--- config.mk ---
export PLATFORM = sky130hd
export DESIGN_NAME = calc_ctrl_flat
export DESIGN_NICKNAME = d
export VERILOG_FILES = /design/src/rtl/calc_ctrl_if.sv /design/src/rtl/calc_ctrl.sv /design/src/flat_wrapper.sv
export SDC_FILE = /design/constraint.sdc
export NUM_CORES = 1
export LEC_CHECK = 0
export CELL_PAD_IN_SITES_DETAIL_PLACEMENT = 1
export CELL_PAD_IN_SITES_GLOBAL_PLACEMENT = 2
export CORE_AREA = 5 5 230 232
export DETAILED_ROUTE_END_ITERATION = 16
export DIE_AREA = 0 0 235 237
export PLACE_DENSITY_LB_ADDON = 0.15
export SYNTH_ARGS = -nofsm -noshare
export SYNTH_HDL_FRONTEND = slang
export SYNTH_SLANG_ARGS = --single-unit
export TNS_END_PERCENT = 20
--- constraint.sdc ---
create_clock -name clk -period 2.81 [get_ports clk]
set_input_delay 0.562 -clock clk [delete_from_list [all_inputs] [get_ports clk]]
set_output_delay 0.562 -clock clk [all_outputs]
set_load 0.01 [all_outputs]
--- src/rtl/calc_ctrl_if.sv ---
// ALU job handshake used by calc_ctrl. The controller side drives the operands, the opcode
// and the start pulse. The ALU side returns the result together with a done pulse.
interface calc_ctrl_if;
    logic        alu_start;
    logic [6:0]  alu_a;
    logic [6:0]  alu_b;
    logic [1:0]  alu_op;
    logic        alu_done;
    logic [13:0] alu_value;
    logic        alu_neg;

    modport master (output alu_start, alu_a, alu_b, alu_op,
                    input  alu_done, alu_value, alu_neg);
    modport slave  (input  alu_start, alu_a, alu_b, alu_op,
                    output alu_done, alu_value, alu_neg);
endinterface

--- src/rtl/calc_ctrl.sv ---
// calc_ctrl: PS/2 numpad sequencer that builds two 2-digit operands, runs the ALU job and latches the result.
// Define CALC_TIMEOUT_EN to bound the ALU wait to TIMEOUT cycles. On expiry, err is set and an empty result is shown.
module calc_ctrl #(
    parameter int TIMEOUT = 1023
) (
    input  logic         clk,
    input  logic         rst,
    input  logic         key_valid,
    input  logic [511:0] key_down,
    input  logic [7:0]   last_change,
    calc_ctrl_if.master  alu,
    output logic [3:0]   in0,
    output logic [3:0]   in1,
    output logic [3:0]   in2,
    output logic [3:0]   in3,
    output logic [3:0]   calculate,
    output logic [13:0]  value,
    output logic [3:0]   sign,
    output logic         err,
    output logic [2:0]   state
);
    typedef enum logic [2:0] {
        S_A = 3'd0, S_B = 3'd1, S_ISSUE = 3'd2, S_WAIT = 3'd3, S_SHOW = 3'd4
    } state_t;

    typedef enum logic [2:0] {K_NONE, K_DIGIT, K_OPER, K_ENTER, K_ESC} key_t;

    localparam logic [3:0] OP_ADD   = 4'd10;
    localparam logic [3:0] OP_SUB   = 4'd11;
    localparam logic [3:0] OP_MUL   = 4'd12;
    localparam logic [3:0] SIGN_NEG = 4'd11;

    state_t      state_q, state_d;
    logic [3:0]  in0_q, in1_q, in2_q, in3_q, in0_d, in1_d, in2_d, in3_d;
    logic [1:0]  a_cnt_q, a_cnt_d, b_cnt_q, b_cnt_d;
    logic [3:0]  calc_q, calc_d;
    logic [13:0] value_q, value_d;
    logic [3:0]  sign_q, sign_d;
    logic        err_q, err_d;
    logic [6:0]  alu_a_q, alu_a_d, alu_b_q, alu_b_d;
    logic [1:0]  alu_op_q, alu_op_d;
`ifdef CALC_TIMEOUT_EN
    localparam int CNT_W = $clog2(TIMEOUT + 1);
    logic [CNT_W-1:0] wait_cnt_q, wait_cnt_d;
`endif

    key_t       key;
    logic [3:0] digit;
    logic [3:0] op_code;
    logic       press;
    logic       clear_ops;

    assign press = key_valid & key_down[{1'b0, last_change}];

    always_comb begin
        key     = K_NONE;
        digit   = 4'd0;
        op_code = OP_ADD;
        if (press) begin
            case (last_change)
                8'h70: begin key = K_DIGIT; digit = 4'd0; end
                8'h69: begin key = K_DIGIT; digit = 4'd1; end
                8'h72: begin key = K_DIGIT; digit = 4'd2; end
                8'h7A: begin key = K_DIGIT; digit = 4'd3; end
                8'h6B: begin key = K_DIGIT; digit = 4'd4; end
                8'h73: begin key = K_DIGIT; digit = 4'd5; end
                8'h74: begin key = K_DIGIT; digit = 4'd6; end
                8'h6C: begin key = K_DIGIT; digit = 4'd7; end
                8'h75: begin key = K_DIGIT; digit = 4'd8; end
                8'h7D: begin key = K_DIGIT; digit = 4'd9; end
                8'h79: begin key = K_OPER;  op_code = OP_ADD; end
                8'h7B: begin key = K_OPER;  op_code = OP_SUB; end
                8'h7C: begin key = K_OPER;  op_code = OP_MUL; end
                8'h5A: key = K_ENTER;
                8'h76: key = K_ESC;
                default: key = K_NONE;
            endcase
        end
    end

    always_comb begin
        // NOTE: every target is defaulted to its held value first, so no path through the case can infer a latch.
        state_d   = state_q;
        in0_d     = in0_q;
        in1_d     = in1_q;
        in2_d     = in2_q;
        in3_d     = in3_q;
        a_cnt_d   = a_cnt_q;
        b_cnt_d   = b_cnt_q;
        calc_d    = calc_q;
        value_d   = value_q;
        sign_d    = sign_q;
        err_d     = err_q;
        alu_a_d   = alu_a_q;
        alu_b_d   = alu_b_q;
        alu_op_d  = alu_op_q;
        clear_ops = 1'b0;
`ifdef CALC_TIMEOUT_EN
        wait_cnt_d = wait_cnt_q;
`endif
        case (state_q)
            S_A: begin
                if (key == K_DIGIT && a_cnt_q != 2'd2) begin
                    in0_d   = (a_cnt_q == 2'd0) ? 4'd0 : in1_q;
                    in1_d   = digit;
                    a_cnt_d = a_cnt_q + 2'd1;
                end else if (key == K_OPER && a_cnt_q != 2'd0) begin
                    calc_d  = op_code;
                    state_d = S_B;
                end else if (key == K_ESC) begin
                    clear_ops = 1'b1;
                end
            end
            S_B: begin
                if (key == K_DIGIT && b_cnt_q != 2'd2) begin
                    in2_d   = (b_cnt_q == 2'd0) ? 4'd0 : in3_q;
                    in3_d   = digit;
                    b_cnt_d = b_cnt_q + 2'd1;
                end else if (key == K_ENTER && b_cnt_q != 2'd0) begin
                    // Operands are frozen here and stay put until the job completes.
                    alu_a_d  = 7'(in0_q) * 7'd10 + 7'(in1_q);
                    alu_b_d  = 7'(in2_q) * 7'd10 + 7'(in3_q);
                    alu_op_d = 2'(calc_q - OP_ADD);
                    state_d  = S_ISSUE;
                end else if (key == K_ESC) begin
                    clear_ops = 1'b1;
                end
            end
            S_ISSUE: begin
                state_d = S_WAIT;
`ifdef CALC_TIMEOUT_EN
                wait_cnt_d = '0;
`endif
            end
            S_WAIT: begin
                if (alu.alu_done) begin
                    value_d = alu.alu_value;
                    sign_d  = alu.alu_neg ? SIGN_NEG : 4'd0;
                    err_d   = 1'b0;
                    state_d = S_SHOW;
                end
`ifdef CALC_TIMEOUT_EN
                else if (wait_cnt_q == CNT_W'(TIMEOUT - 1)) begin
                    err_d   = 1'b1;
                    value_d = '0;
                    sign_d  = '0;
                    state_d = S_SHOW;
                end else begin
                    wait_cnt_d = wait_cnt_q + CNT_W'(1);
                end
`endif
            end
            S_SHOW: begin
                if (key == K_ESC || key == K_DIGIT)
                    clear_ops = 1'b1;
            end
            default: state_d = S_A;
        endcase

        if (clear_ops) begin
            in0_d   = '0;
            in1_d   = '0;
            in2_d   = '0;
            in3_d   = '0;
            calc_d  = '0;
            a_cnt_d = '0;
            b_cnt_d = '0;
            state_d = S_A;
        end
        // In S_SHOW, a digit press also becomes the first digit of the new A operand.
        if (state_q == S_SHOW && key == K_DIGIT) begin
            in1_d   = digit;
            a_cnt_d = 2'd1;
        end
    end

    always_ff @(posedge clk or negedge rst) begin
        if (!rst) begin
            state_q  <= S_A;
            in0_q    <= '0;
            in1_q    <= '0;
            in2_q    <= '0;
            in3_q    <= '0;
            a_cnt_q  <= '0;
            b_cnt_q  <= '0;
            calc_q   <= '0;
            value_q  <= '0;
            sign_q   <= '0;
            err_q    <= 1'b0;
            alu_a_q  <= '0;
            alu_b_q  <= '0;
            alu_op_q <= '0;
`ifdef CALC_TIMEOUT_EN
            wait_cnt_q <= '0;
`endif
        end else begin
            state_q  <= state_d;
            in0_q    <= in0_d;
            in1_q    <= in1_d;
            in2_q    <= in2_d;
            in3_q    <= in3_d;
            a_cnt_q  <= a_cnt_d;
            b_cnt_q  <= b_cnt_d;
            calc_q   <= calc_d;
            value_q  <= value_d;
            sign_q   <= sign_d;
            err_q    <= err_d;
            alu_a_q  <= alu_a_d;
            alu_b_q  <= alu_b_d;
            alu_op_q <= alu_op_d;
`ifdef CALC_TIMEOUT_EN
            wait_cnt_q <= wait_cnt_d;
`endif
        end
    end

    assign alu.alu_start = (state_q == S_ISSUE);
    assign alu.alu_a     = alu_a_q;
    assign alu.alu_b     = alu_b_q;
    assign alu.alu_op    = alu_op_q;
    assign in0           = in0_q;
    assign in1           = in1_q;
    assign in2           = in2_q;
    assign in3           = in3_q;
    assign calculate     = calc_q;
    assign value         = value_q;
    assign sign          = sign_q;
    assign err           = err_q;
    assign state         = state_q;
endmodule

--- src/flat_wrapper.sv ---
// flat-port wrapper written by rule: the top's interface ports become plain ports
module calc_ctrl_flat 
#(
    parameter int TIMEOUT = 1023
)
  (clk, rst, key_valid, key_down, last_change, in0, in1, in2, in3, calculate, value, sign, err, state, alu_alu_start, alu_alu_a, alu_alu_b, alu_alu_op, alu_alu_done, alu_alu_value, alu_alu_neg);
  calc_ctrl_if alu_i ();
  input  logic clk;
  input  logic rst;
  input  logic key_valid;
  input  logic [511:0] key_down;
  input  logic [7:0] last_change;
  output logic [3:0] in0;
  output logic [3:0] in1;
  output logic [3:0] in2;
  output logic [3:0] in3;
  output logic [3:0] calculate;
  output logic [13:0] value;
  output logic [3:0] sign;
  output logic err;
  output logic [2:0] state;
  output wire logic [$bits(alu_i.alu_start)-1:0] alu_alu_start;
  output wire logic [$bits(alu_i.alu_a)-1:0] alu_alu_a;
  output wire logic [$bits(alu_i.alu_b)-1:0] alu_alu_b;
  output wire logic [$bits(alu_i.alu_op)-1:0] alu_alu_op;
  input wire logic [$bits(alu_i.alu_done)-1:0] alu_alu_done;
  input wire logic [$bits(alu_i.alu_value)-1:0] alu_alu_value;
  input wire logic [$bits(alu_i.alu_neg)-1:0] alu_alu_neg;
  assign alu_alu_start = alu_i.alu_start;
  assign alu_alu_a = alu_i.alu_a;
  assign alu_alu_b = alu_i.alu_b;
  assign alu_alu_op = alu_i.alu_op;
  assign alu_i.alu_done = alu_alu_done;
  assign alu_i.alu_value = alu_alu_value;
  assign alu_i.alu_neg = alu_alu_neg;
  calc_ctrl #(.TIMEOUT(TIMEOUT)) u_core (.clk(clk), .rst(rst), .key_valid(key_valid), .key_down(key_down), .last_change(last_change), .alu(alu_i), .in0(in0), .in1(in1), .in2(in2), .in3(in3), .calculate(calculate), .value(value), .sign(sign), .err(err), .state(state));
endmodule
==> results of run 1 <==
## per-layer routing
metal,wire length (um),vias up
met5,49,-
met4,345,10
met3,2644,27
met2,16320,222
met1,12660,2859
li1,-,2772
## critical path, delay by kind of cell
family,cells,cell delay [ns]
buffers and inverters,2,0.54
AOI/OAI and AO/OA,4,0.73
muxes,3,1.07
and+or+nand+nor,1,0.22
## cells in the final DEF, fill, tap and decap left out, types with 5 or more instances in the layout
cell | Yosys | layout
mux2_2 | 31 | 25
clkdlybuf4s50_1 | 0 | 276
ha_1 | 16 | 16
buf_6 | 5 | 5
a22oi_1 | 17 | 15
dfrtp_1 | 58 | 58
nand2b_1 | 8 | 7
nor2_1 | 18 | 16
buf_12 | 0 | 13
o21ai_0 | 12 | 9
mux2_4 | 7 | 13
nand3_1 | 9 | 8
dlymetal6s2s_1 | 0 | 16
xnor2_1 | 10 | 10
mux4_2 | 47 | 47
a21oi_1 | 18 | 15
buf_4 | 11 | 87
nand4b_1 | 6 | 6
nor2b_1 | 17 | 10
clkbuf_16 | 0 | 10
mux2i_1 | 53 | 52
nand2_1 | 27 | 27
dlygate4sd2_1 | 0 | 42
inv_1 | 18 | 18
## registers in the layout, summed over array words and instances (netlist names)
name,cells
u_core.alu.alu_b,7
u_core.alu.alu_a,7
u_core.value,14
u_core.calculate,4
u_core.in2,4
u_core.b_cnt_q,2
u_core.alu.alu_op,2
u_core.in3,4
u_core.in1,4
u_core.a_cnt_q,2
u_core.sign,1
u_core.state,3
u_core.in0,4
## what timing repair did
action | in CTS | in global routing
hold buffers | 0 | 0
gates cloned | 3 | 1
pin swaps | 14 | 6
gates resized for setup | 101 | 29
setup endpoints to repair | 43 | 43
setup buffers | 9 | 4
## path summary, 6_finish.rpt
| path | slack [ns] | startpoint | end | cells past startpoint |
|---|---|---|---|---|
| setup reg to reg | 0.66 | u_core.in0[3]$_DFFE_PN0P_ | u_core.alu.alu_a[6]$_DFFE_PN0P_ | 7 |
| setup / recovery | -0.12 | key_down[78] | u_core.alu.alu_b[5]$_DFFE_PN0P_ | 10 |
| hold / removal | 0.41 | rst | u_core.value[0]$_DFFE_PN0P_ | 2 |
| max in group asynchronous | 1.85 | rst | u_core.value[11]$_DFFE_PN0P_ | 2 |
| min in group clk | 0.50 | u_core.value[4]$_DFFE_PN0P_ | u_core.value[4]$_DFFE_PN0P_ | 1 |
| hold reg to reg | 0.50 | u_core.value[4]$_DFFE_PN0P_ | u_core.value[4]$_DFFE_PN0P_ | 1 |
## through the flow
stage               std cells  power (mW)  util, %
floorplan                 500       1.713        -
global placement         1570       2.630    20.37
detailed placement       1570       2.638    20.37
CTS                      1597       3.882    21.63
global route             1601       4.034    21.87
finish                   1603       3.771    21.88
## layout make-up
class / count / area, um^2 / share of cell area (%)
clock inverter: 4 / 50.05 / 0.4504
clock buffer: 12 / 256.5 / 2.309
multi-input combinational: 379 / 3929 / 35.36
inverter: 18 / 67.56 / 0.6081
timing repair buffer: 450 / 4501 / 40.51
sequential: 58 / 1451 / 13.06
antenna: 2 / 5.005 / 0.04504
tap: 680 / 850.8 / 7.658
## cells by family after synthesis
group	after synthesis	synth area share [%]
flops	58	26.41
buf+inv	63	5.987
xor+xnor	10	1.593
compound gates	101	13.14
other cells	1	0.06822
simple gates	108	10.54
mux	138	37.17
fa+ha+maj	20	5.099
## power groups by stage
stage,Clock [mW],Sequential (mW),Combinational [mW]
floorplan,0,0.990,0.724
global placement,0,1.02,1.61
detailed placement,0,1.02,1.62
CTS,1.20,1.00,1.68
global route,1.24,1.01,1.78
finish,1.14,0.998,1.63
==> impl_results.md, run 1 <==
* Status: complete, but fails checks
* Failing checks: setup timing
* Cell with the most instances after synthesis: dfrtp_1
* Critical path data arrival time at 3.15 ns
* Syn avg cell area at between 10 and 15 um^2
* Via-to-Cell Ratio at between 3 and 4
* Measured slew at the worst slew-check pin at roughly 0.83 ns
* CP max stage cell: mux4_2
* Worst vdd ir at 0.0002771 V
* GR Layer Usage met2 at between 20% and 30%
* Int Pwr at about 2.6 mW
* DR vias at just under 6k
* Hold Violations, Final at 0
* Largest net degree at the start of global routing at 59
* Final Cell Area at 0.01111 mm^2
* Gr ovfl total at 0
* Vias in the first global route at between 6k and 7k
* Switching power at ~1.2 mW
* Area contributors post-synth: dfrtp_1 26%, mux4_2 19%, mux2i_1 9.7%
* CTS tree: built
* Crit end category: flop
* Combinational power share at a little over two fifths
* Main flop type after synthesis: dfrtp_1
* Seq/Total Area, Yosys at between 20% and 30%
* Worst setup SP type: primary input
* Tcrit/Tclk final at 104.2%
* Setup ws final at -0.1181 ns
* Sw frac at 30.75%
* Nets@finish at about 1.5k
* Die ar. at 0.05570 mm^2
* Synth top area share at between 20% and 30%
* Post-Syn Area at roughly 0.0055 mm^2
* Chip width at approximately 240 um
* Drt drc at 0
* RSZ-0062 raised after global routing: yes
* Core area at around 0.051 mm^2
* Placer congestion estimate at slightly above 0.7
* Asr flop ratio synth at 100.0%
* Sink Count at between 50 and 60
* Min-delay worst type: in -> async
* Final antenna-violating net count at 0
* Met3 Resource Use GR at between 4 and 5%
* DP HPWL at 27.69 mm
* H-tree levels at 3
* CTS max path bufs at 2
* DP Worst Slack at -0.8588 ns
* Power per cell area at 339.4 mW/mm^2
* Crit path kind: in -> reg
* Cell mode on critical path: mux2_4
* IO Pins at around 600
* Routed len/inst at around 20 um
* Setup violators final at 19
* CP max stage delay at roughly 0.47 ns
* First-pass GRT wire length at between 40 and 50 mm
* Synth Register Bits at 58
* Share of cells above drive strength 1 at between 20 and 30%
* Leak at between 4 and 5 nW
* Initial antenna violation count at 7
* Clock Pin Slew Worst Setup and Hold Paths at approximately 0.05 ns
* Detailed Route Iter0 Violations at approximately 150
* GRT Max-Usage Layer: met2
* Met1 Resource Use GR at 12.67%
* Clock root buffer master: clkbuf_16
* Overall routing resource usage at between 10% and 20%
* Syn Inst Count at 499
* Max frequency at between 0.3 and 0.4 GHz
* Num rows at slightly above 80
* Post-synth EDFFs at 0
* TritonCTS buffer count at 9
* Post-DP Area at between 0.01 and 0.015 mm^2
* Setup Skew at 0.004988 ns
* Worst hold slack at slightly above 0.4 ns
* Skew-Pair Late Insertion Delay at around 0.34 ns
* Max_slew headroom at 44.95%
* CP max FO at 8
* Critical Path RT at 3.03 ns
* Clk network pwr share at between 30% and 40%
* Post-synth top cells: 58 x dfrtp_1, 53 x mux2i_1, 47 x mux4_2
* Max-cap check violation count at 0
* Syn. warnings at 0
* Area grow syn2layout at 102.1%
* Yosys cell types at 55
* Detailed Route WL at 32.02 mm
* Die Y at about 240 um
* TritonRoute pass-1 iters at 4
* Reg power frac at 26.5%
* Cell Chain, Critical Path: clkdlybuf4s50_1 > mux4_2 > mux2_4 > a21oi_2 > a31oi_1 > a211o_1 > a32o_2 > and4_4 > buf_12 > mux2_4
* I/O Buffers at between 300 and 400
* Fill count at 5755
* Fin. max-slew vios at 0
* Clock period minus worst slack at 2.928 ns
* Post-synth top area cell: dfrtp_1
* Initial Util at 10.82%
* Post-route setup TNS at -1.545 ns
(Power assumes the default switching activity.)
==> run 2: changes to the inputs <==
- TNS_END_PERCENT: 20 -> not set
==> run 2 against run 1 <==
  * The run still ends with setup timing left
  * Sequential power decreased by 0.7%
  * Fmax decreased by 2.0%
  * Die area unchanged
  * Power increased by 3.5%
  * Clock power increased by 7%
  * Clock skew increased by 0.0038 ns
  * Wire length increased by 3.2%
  * Utilization increased by 0.42 points
  * Sequential share of layout area decreased by 0.25 points
  * Global-route usage increased by 0.16 points
  * Setup slack got worse by 0.059 ns
  * Combinational power increased by 4%
  * Largest cell class unchanged
==> impl_results.md, run 2 (synthesis gave the netlist of run 1 again) <==
* Status: complete, but fails checks
* Failing checks: setup timing
* Crit end category: flop
* CTS max path bufs at 2
* Chip width at 235 um
* Critical Path RT at between 3 and 4 ns
* Tcrit/Tclk final at 106.3%
* Die Y at 237 um
* Via-to-Cell Ratio at between 3 and 4
* Initial Util at between 10% and 20%
* CTS tree: built
* Num rows at 83
* Hold Violations, Final at 0
* Max_slew headroom at ~61%
* DP Worst Slack at -0.8668 ns
* Commonest non-fill, non-tap cell in the layout: clkdlybuf4s50_1
* Setup violators final at 23
* Reg2Reg Depth at 7
* Routed len/inst at 20.39 um
* DP HPWL at approximately 28 mm
* Setup ws final at -0.1770 ns
* Fill count at 5723
* Worst r2r dst: u_core.alu.alu_b[6]$_DFFE_PN0P_
* Share of cells above drive strength 1 at 29.80%
* # hold bufs at CTS at 0
* H-tree levels at 3
* Area grow syn2layout at 106.0%
* Combinational power share at between 40% and 50%
* Int Pwr at approximately 2.7 mW
* IO Pins at between 500 and 600
* I/O Buffers at 339
* Critical path data arrival time at around 3.2 ns
* Placer congestion estimate at between 0.7 and 0.8
* Die ar. at about 0.056 mm^2
* Overall routing resource usage at 11.33%
* Clock root buffer master: clkbuf_16
* Max FFs per register at 14
* Detailed Route Iter0 Violations at about 150
* First-pass GRT wire length at ~47 mm
* Sink Count at slightly below 60
* Power per cell area at approximately 340 mW/mm^2
* Worst setup SP type: primary input
* TritonRoute pass-1 iters at 4
* Fin. max-slew vios at 0
* Clock Pin Slew Worst Setup and Hold Paths at 0.06 ns
* Crit path kind: in -> reg
* Clock period minus worst slack at approximately 3.0 ns
* Nets@finish at roughly 1.5k
* R2R Setup Slk at about 0.67 ns
* Worst R2R Start: u_core.in2[1]$_DFFE_PN0P_
* Sw frac at between 30 and 40%
* TritonCTS buffer count at 9
* Most frequent cells in the layout: 273 x clkdlybuf4s50_1, 99 x buf_4, 58 x dfrtp_1
* Post-route setup TNS at -2.090 ns
* Measured slew at the worst slew-check pin at roughly 0.58 ns
* RSZ-0062 raised after global routing: yes
* Reg power frac at approximately a quarter
* DR vias at 5989
* Max frequency at around 0.33 GHz
* Vias in the first global route at between 6k and 7k
* Skew-Pair Late Insertion Delay at between 0.3 and 0.4 ns
* Clk network pwr share at between 30% and 40%
* Detailed Route WL at around 33 mm
* Core area at slightly above 0.05 mm^2
* Largest net degree at the start of global routing at 25
* Min-delay worst type: in -> async
* Setup Skew at 0.008826 ns
* Max-cap check violation count at 0
* Initial antenna violation count at 17
* Final antenna-violating net count at 0
* Gr ovfl total at 0
* Drt drc at 0
* Leak at ~4.8 nW
* CP max FO at 7
* Worst vdd ir at around 0.00023 V
* Switching power at between 1 and 1.5 mW
## run 2: cell count changes in the layout (fill, tap and decap cells not counted), moves of 4 or more
cell / delta
buf_4: +12
mux2_4: +8
diode_2: +6
buf_12: -4
buf_6: +5
mux2_2: -8
dlygate4sd2_1: -9
dlymetal6s2s_1: +13
## run 2: power groups by stage
stage / sequential [mW] / clock, mW / combinational [mW]
floorplan: 0.990 / 0 / 0.726
global route: 1.00 / 1.31 / 1.85
finish: 0.991 / 1.22 / 1.69
CTS: 0.993 / 1.28 / 1.69
detailed placement: 1.01 / 0 / 1.63
global placement: 1.01 / 0 / 1.63
## run 2: final cells by class
type | count | area (um^2) | area share, %
repair buffers | 460 | 4563 | 40.29
multi-input cells | 381 | 4051 | 35.78
flip-flops and latches | 58 | 1451 | 12.82
well taps | 680 | 850.8 | 7.513
clock buffers | 11 | 242.7 | 2.143
clock inverters | 5 | 77.57 | 0.6850
inverters | 18 | 67.56 | 0.5966
diodes | 8 | 20.02 | 0.1768
## run 2: timing repair
item	CTS	global route
resized for setup	92	66
endpoints found under the setup margin	43	43
cloned	3	1
pin swaps	19	25
buffers inserted	13	7
## run 2: per-stage QoR
step,total power [mW],cells,cell area (um^2),hold slack (ns),util (%)
final,3.904,1621,11320,0.2187,22.30
after global routing,4.160,1617,11310,0.2664,22.28
after CTS,3.965,1608,11030,0.2414,21.72
after detailed placement,2.639,1579,10360,0.4932,20.40
after global placement,2.633,1579,10360,0.4880,20.40
after floorplan,1.716,500,5558,0.2664,-
## run 2: worst max-delay path, stage by stage
cell             delay [ns]
clkdlybuf4s50_1        0.39
mux4_2                 0.47
mux4_2                 0.52
nor2_2                 0.11
o211ai_1               0.12
a32o_2                 0.33
buf_12                 0.15
and4_4                 0.24
mux2_4                 0.31
## run 2: worst max-delay path by stage
stage	from	to	slack (ns)	cells past startpoint
floorplan	last_change[0]	u_core.alu.alu_a[6]$_DFFE_PN0P_	-0.26	11
global placement	last_change[3]	u_core.alu.alu_a[5]$_DFFE_PN0P_	-0.85	12
detailed placement	last_change[1]	u_core.alu.alu_a[0]$_DFFE_PN0P_	-0.87	12
CTS	last_change[0]	u_core.alu.alu_b[5]$_DFFE_PN0P_	-0.16	11
global route	key_down[195]	u_core.alu.alu_b[6]$_DFFE_PN0P_	-0.22	9
finish	key_down[219]	u_core.alu.alu_b[5]$_DFFE_PN0P_	-0.18	9
## run 2: per-layer routing
| layer | global-route usage [%] | part of all wire, % | wire length, um |
|---|---|---|---|
| met2 | 20.65 | 50 | 16660 |
| met3 | 4.158 | 7.9 | 2615 |
| met1 | 12.40 | 39 | 12970 |
| met4 | 3.079 | 2.3 | 746 |
| met5 | 0 | 0.17 | 57 |
